==> src/rtl/c1541_track_ctrl.sv <==
// Track buffer sequencer for the 1541 GCR path: loads the head's track from the D64 image
// into the buffer RAM and writes it back when it was modified.
module c1541_track_ctrl #(
  parameter int SETTLE_CYCLES = 32000
) (
  input  logic       clk32,
  input  logic       reset,
  input  logic       img_mounted,
  input  logic       img_readonly,
  input  logic [5:0] track,
  input  logic       mtr,
  input  logic       gcr_we,
  output logic       ram_ready,
  output logic       dirty,
  output logic [9:0] sd_lba,
  output logic [4:0] buf_sector,
  output logic       sd_rd,
  output logic       sd_wr,
  input  logic       sd_ack,
  input  logic       sd_done,
  output logic [2:0] state_dbg
);

  localparam int CW = $clog2(SETTLE_CYCLES + 1);
  localparam logic [CW-1:0] CNT_MAX = CW'(SETTLE_CYCLES - 1);

  typedef enum logic [2:0] {
    S_IDLE       = 3'd0,
    S_SETTLE     = 3'd1,
    S_LOAD_REQ   = 3'd2,
    S_LOAD_WAIT  = 3'd3,
    S_READY      = 3'd4,
    S_FLUSH_REQ  = 3'd5,
    S_FLUSH_WAIT = 3'd6
  } state_t;

  state_t        state;
  logic [CW-1:0] cnt;
  logic [5:0]    track_q;
  logic          mtr_q;
  logic [5:0]    xfer_track;
  logic [5:0]    loaded_track;
  logic          mount_pend;
  logic          abort_pend;
  logic          ret_ready;

  function automatic logic [4:0] track_sectors(input logic [5:0] t);
    if (t >= 6'd1 && t <= 6'd17)       return 5'd21;
    else if (t >= 6'd18 && t <= 6'd24) return 5'd19;
    else if (t >= 6'd25 && t <= 6'd30) return 5'd18;
    else if (t >= 6'd31 && t <= 6'd35) return 5'd17;
    else                               return 5'd0;
  endfunction

  function automatic logic [9:0] track_base(input logic [5:0] t);
    logic [9:0] tw;
    tw = {4'd0, t};
    if (t >= 6'd1 && t <= 6'd17)       return (tw - 10'd1) * 10'd21;
    else if (t >= 6'd18 && t <= 6'd24) return 10'd357 + (tw - 10'd18) * 10'd19;
    else if (t >= 6'd25 && t <= 6'd30) return 10'd490 + (tw - 10'd25) * 10'd18;
    else if (t >= 6'd31 && t <= 6'd35) return 10'd598 + (tw - 10'd31) * 10'd17;
    else                               return 10'd0;
  endfunction

  logic last_sector;
  logic track_valid;
  logic mount_now;
  logic abort_now;
  logic dirty_now;

  assign last_sector = (buf_sector == track_sectors(xfer_track) - 5'd1);
  assign track_valid = (track >= 6'd1) && (track <= 6'd35);
  assign mount_now   = mount_pend | img_mounted;
  assign abort_now   = abort_pend | (track != xfer_track);
  assign dirty_now   = dirty | gcr_we;

  // Request handshake: sd_rd/sd_wr is held high in its *_REQ state until the first
  // cycle sd_ack is seen; the transfer is then owned by the image side until sd_done.
  assign sd_rd     = (state == S_LOAD_REQ);
  assign sd_wr     = (state == S_FLUSH_REQ);
  assign ram_ready = (state == S_READY);
  assign sd_lba    = track_base(xfer_track) + {5'd0, buf_sector};
  assign state_dbg = state;

  always_ff @(posedge clk32) begin
    if (reset) begin
      state        <= S_IDLE;
      cnt          <= '0;
      track_q      <= '0;
      mtr_q        <= 1'b0;
      xfer_track   <= '0;
      buf_sector   <= '0;
      loaded_track <= '0;
      dirty        <= 1'b0;
      mount_pend   <= 1'b0;
      abort_pend   <= 1'b0;
      ret_ready    <= 1'b0;
    end else begin
      track_q <= track;
      mtr_q   <= mtr;
      case (state)
        S_IDLE: begin
          if (img_mounted) begin
            state <= S_SETTLE;
            cnt   <= '0;
          end
        end

        S_SETTLE: begin
          if (img_mounted) begin
            dirty        <= 1'b0;
            loaded_track <= '0;
            cnt          <= '0;
          end else if (track != track_q) begin
            cnt <= '0;
          end else if (cnt == CNT_MAX) begin
            // An out-of-range track just parks here until the head moves somewhere real.
            if (track_valid) begin
              xfer_track <= track;
              buf_sector <= '0;
              abort_pend <= 1'b0;
              state      <= S_LOAD_REQ;
            end
          end else begin
            cnt <= cnt + 1'b1;
          end
        end

        S_LOAD_REQ, S_LOAD_WAIT: begin
          if (img_mounted)           mount_pend <= 1'b1;
          if (track != xfer_track)   abort_pend <= 1'b1;
          if (state == S_LOAD_REQ) begin
            if (sd_ack) state <= S_LOAD_WAIT;
          end else if (sd_done) begin
            if (mount_now || abort_now) begin
              if (mount_now) dirty <= 1'b0;
              loaded_track <= '0;
              mount_pend   <= 1'b0;
              abort_pend   <= 1'b0;
              cnt          <= '0;
              state        <= S_SETTLE;
            end else if (last_sector) begin
              loaded_track <= xfer_track;
              dirty        <= 1'b0;
              state        <= S_READY;
            end else begin
              buf_sector <= buf_sector + 5'd1;
              state      <= S_LOAD_REQ;
            end
          end
        end

        S_READY: begin
          if (img_mounted) begin
            // A new image discards any writes still aimed at the old one.
            dirty        <= 1'b0;
            loaded_track <= '0;
            cnt          <= '0;
            state        <= S_SETTLE;
          end else begin
            if (gcr_we) dirty <= 1'b1;
            if (track != loaded_track) begin
              if (dirty_now && !img_readonly) begin
                xfer_track <= loaded_track;
                buf_sector <= '0;
                ret_ready  <= 1'b0;
                state      <= S_FLUSH_REQ;
              end else begin
                cnt   <= '0;
                state <= S_SETTLE;
              end
            end else if (mtr_q && !mtr && dirty_now && !img_readonly) begin
              xfer_track <= loaded_track;
              buf_sector <= '0;
              ret_ready  <= 1'b1;
              state      <= S_FLUSH_REQ;
            end
          end
        end

        S_FLUSH_REQ, S_FLUSH_WAIT: begin
          if (img_mounted) mount_pend <= 1'b1;
          if (state == S_FLUSH_REQ) begin
            if (sd_ack) state <= S_FLUSH_WAIT;
          end else if (sd_done) begin
            if (mount_now) begin
              dirty        <= 1'b0;
              loaded_track <= '0;
              mount_pend   <= 1'b0;
              cnt          <= '0;
              state        <= S_SETTLE;
            end else if (last_sector) begin
              dirty <= 1'b0;
              // The head may have moved during a motor-stop flush; then the buffer is stale.
              if (ret_ready && track == loaded_track) begin
                state <= S_READY;
              end else begin
                cnt   <= '0;
                state <= S_SETTLE;
              end
            end else begin
              buf_sector <= buf_sector + 5'd1;
              state      <= S_FLUSH_REQ;
            end
          end
        end

        default: state <= S_IDLE;
      endcase
    end
  end

endmodule

==> config.mk <==
export PLATFORM = sky130hd
export DESIGN_NAME = c1541_track_ctrl
export DESIGN_NICKNAME = d
export VERILOG_FILES = /design/src/rtl/c1541_track_ctrl.sv
export SDC_FILE = /design/constraint.sdc
export NUM_CORES = 1
export LEC_CHECK = 0
export ABC_AREA = 1
export BUFFER_PORTS_ARGS = -buffer_cell sky130_fd_sc_hd__buf_4
export CAP_MARGIN = 5
export CORE_AREA = 2 2 111 113
export CTS_CLUSTER_SIZE = 14
export DETAILED_ROUTE_END_ITERATION = 16
export DIE_AREA = 0 0 113 115
export HOLD_SLACK_MARGIN = 0.08
export PLACE_DENSITY_LB_ADDON = 0.25
export SLEW_MARGIN = 20
export SYNTH_ARGS = -nofsm -noshare
export SYNTH_HDL_FRONTEND = slang
export SYNTH_SLANG_ARGS = --single-unit
export TNS_END_PERCENT = 50
==> constraint.sdc <==
create_clock -name clk32 -period 12.4 [get_ports clk32]
set_input_delay 0 -clock clk32 [delete_from_list [all_inputs] [get_ports clk32]]
set_output_delay 0 -clock clk32 [all_outputs]
set_load 0.1 [all_outputs]
==> results_dict.tcl <==
set metrics [dict create \
    synth_edf_count 0 \
    tightest_slew_ns 0.6849 \
    hpwl_mm 12.14 \
    dp_cells 1137 \
    grt_use_met1 0.3157 \
    globalRouteOverflowTotal 0 \
    ys_seq_area_frac 0.1516 \
    peakVddDrop_mv 0.1204 \
    fmax_ghz 0.1938 \
    relSlewSlack 0.5414 \
    crit_start "xfer_track[1]$_SDFFE_PP0P_" \
    grtUsageMet3 0.02056 \
    drc 1 \
    first_global_vias 5823 \
    n_fill_cell 1198 \
    clock_path_buffers 2 \
    htreeDepth 2 \
    yosysTopAreaCell "ha_1" \
    drv_cap 0 \
    met2_usage 0.4311 \
    end_kind "primary output" \
    synth_area_per_cell_um2 6.232 \
    cts_hold_buf 9 \
    finalHoldViolCount 0 \
    cts-root-buf "clkbuf_16" \
    synth.area.top_cells "ha_1 15%, dfxtp_1 15%, nand2_1 14%" \
    grt_antenna_before_repair 0 \
    yosys.area.top_type_share 0.1524 \
    tritoncts "done" \
    die_area_um2 13000 \
    violations "DRC" \
    dr.pass1.iters 11 \
    period_needed_ns 5.160 \
    port_buffers 35 \
    r2r-start "xfer_track[0]$_SDFFE_PP0P_" \
    yosysMostFrequentCell "nand2_1" \
    required_ns 12.40 \
    cts_inserted_buffers 5 \
    maxSlewViolCount 0 \
    place_ws_ns 7.610 \
    nets 1106 \
    arrival_ns 5.16 \
    syn_to_final_growth_pct 9.638 \
    wl_mm 15.13 \
    drive_above_1_share 0.09037 \
    drtIter0Drc 319 \
    start_kind "flop" \
    antenna_cells 0 \
    postCtsSetupRepairBufs 0 \
    ys_warn_count 0 \
    clk-insertion-delay-late_ns 0.29 \
    start_util 0.5144 \
    grt_max_degree 27 \
    fp.coreArea_um2 11810 \
    synth-async-reset-ratio 0 \
    finalSetupTns_ns 0 \
    finalSetupViolations 0 \
    postCtsResizedCells 0 \
    num_vias 6187 \
    grt_pass1_wl_mm 26.44 \
    rsz0062_at_grt "no" \
    cts.clk_slew.worst_paths_ns 0.06 \
    instances_no_fill 1154 \
    yosys-top-cells-count "221 x nand2_1, 134 x inv_1, 109 x nor2_1, 97 x nand3_1, 74 x ha_1" \
    cp_max_fo 11 \
    routedWlPerCell_um 13.11 \
    ant_nets 0 \
    cts_sinks 46 \
    synthesis.area_um2 6076 \
    p_leak_nw 3.391 \
    gp_congestion 0.9130 \
    hp-start "img_mounted" \
    ys_types 43 \
    ys_seq_elements 46 \
    hp-class "in2reg" \
    synth_nets 1075 \
    timing.setup.critical_path_class "reg2out" \
    yosys_most_used_dff "dfxtp_1" \
    fin_crit_sh 0.4161 \
    track_usage 0.2435 \
    syn_inst 975 \
    num_io_pins 36 \
    viasPerCell 5.361 \
    rows 40 \
    setup_ws_ns 7.240 \
    die_y_um 115 \
    status "finished, violations left" \
    power_density_nw_per_um2 88.13 \
    skew_ns 0.005074 \
    die_width_um 113 \
    busiest_layer "met2" \
]
==> registers in the layout (all words and copies together) (netlist names) <==
| name | cells |
|---|---|
| track_q | 6 |
| mtr_q | 1 |
| abort_pend | 1 |
| state_dbg | 3 |
| ret_ready | 1 |
| loaded_track | 6 |
| cnt | 15 |
| buf_sector | 5 |
| dirty | 1 |
| xfer_track | 6 |
| mount_pend | 1 |
==> logic make-up (layout without fill, tap and decap cells) <==
group | after synthesis | count (layout) | synth area share
simple gates | 508 | 508 | 0.3789
fa+ha+maj | 86 | 86 | 0.1919
compound gates | 125 | 125 | 0.1112
xor+xnor | 39 | 39 | 0.05622
flops | 46 | 46 | 0.1516
buf+inv | 171 | 203 | 0.1102
==> final timing paths <==
check / slack [ns] / to / cells after the start
worst max-delay path: 7.24 / sd_lba[9] / 23
worst min-delay path: 0.13 / cnt[12]$_SDFFE_PP0P_ / 4
worst max register to register: 8.40 / loaded_track[0]$_SDFFE_PP0P_ / 19
worst min register to register: 0.47 / mount_pend$_SDFFE_PP0P_ / 2
==> area by class of cell <==
class / instances / area [µm²] / share of cell area
Multi-Input combinational cell: 758 / 4486 / 0.6734
Sequential cell: 46 / 920.9 / 0.1382
Inverter: 150 / 563.0 / 0.08452
Timing Repair Buffer: 45 / 360.3 / 0.05409
Tap cell: 147 / 183.9 / 0.02761
Clock buffer: 7 / 142.6 / 0.02141
Clock inverter: 1 / 5.005 / 0.0007513
==> metrics by stage <==
step | hold slack [ns] | instance area (µm²) | total power [W] | util
floorplan | 0.1254 | 6076 | 0.0003984 | -
global placement | 0.2223 | 6424 | 0.0004493 | 0.5439
detailed placement | 0.2296 | 6424 | 0.0004499 | 0.5439
CTS | 0.1236 | 6661 | 0.0005884 | 0.5640
global route | 0.1613 | 6661 | 0.0006254 | 0.5640
finish | 0.1278 | 6661 | 0.0005871 | 0.5640
==> metal layers <==
layer	routed length, µm	up-vias	share of wire
met5	0	-	0
met4	337	0	0.022
met3	550	22	0.036
met2	7169	135	0.47
met1	7068	2791	0.47
li1	-	3239	-
==> critical path: stages, from the launching register on <==
cell      delay (ns)
dfxtp_1         0.55
inv_1           0.30
ha_1            0.30
inv_1           0.11
nor2_4          0.05
inv_2           0.08
nand2_1         0.08
ha_1            0.34
ha_1            0.30
ha_1            0.31
ha_1            0.37
xor2_1          0.19
o21ai_0         0.22
o21ai_0         0.14
ha_1            0.28
inv_1           0.06
o21bai_1        0.17
a21oi_1         0.11
a21oi_1         0.25
nand3_1         0.11
nor2_1          0.13
nand3_1         0.08
nand2_1         0.07
buf_4           0.28
==> power by group <==
group	leakage (nW)	internal, W	total [W]	switching, W
logic	2.94	0.0000701	0.000258	0.000188
clock network	0.0739	0.0000800	0.000136	0.0000558
registers	0.375	0.000168	0.000193	0.0000250
total	3.39	0.000318	0.000587	0.000269
==> cells in the final DEF (no fill, tap or decap), types with 3 or more instances in the layout <==
| cell type | instances |
|---|---|
| or2_2 | 10 |
| ha_1 | 74 |
| dlygate4sd3_1 | 9 |
| nand3_1 | 97 |
| nor3_1 | 14 |
| nor4_1 | 11 |
| clkbuf_16 | 5 |
| xor2_1 | 28 |
| o21ai_0 | 54 |
| nand2_8 | 3 |
| nand3b_1 | 4 |
| a21oi_1 | 47 |
| inv_1 | 134 |
| fa_1 | 12 |
| dfxtp_1 | 46 |
| xnor2_1 | 11 |
| nand2_2 | 8 |
| nor2_2 | 3 |
| nand2_1 | 221 |
| a31oi_1 | 3 |
| nor2_4 | 3 |
| nand4_1 | 20 |
| inv_2 | 15 |
| a211oi_1 | 3 |
| buf_4 | 36 |
| nor2_1 | 109 |
| o21ai_1 | 5 |
| o21bai_1 | 4 |
Power figures use the tool's default switching activity.
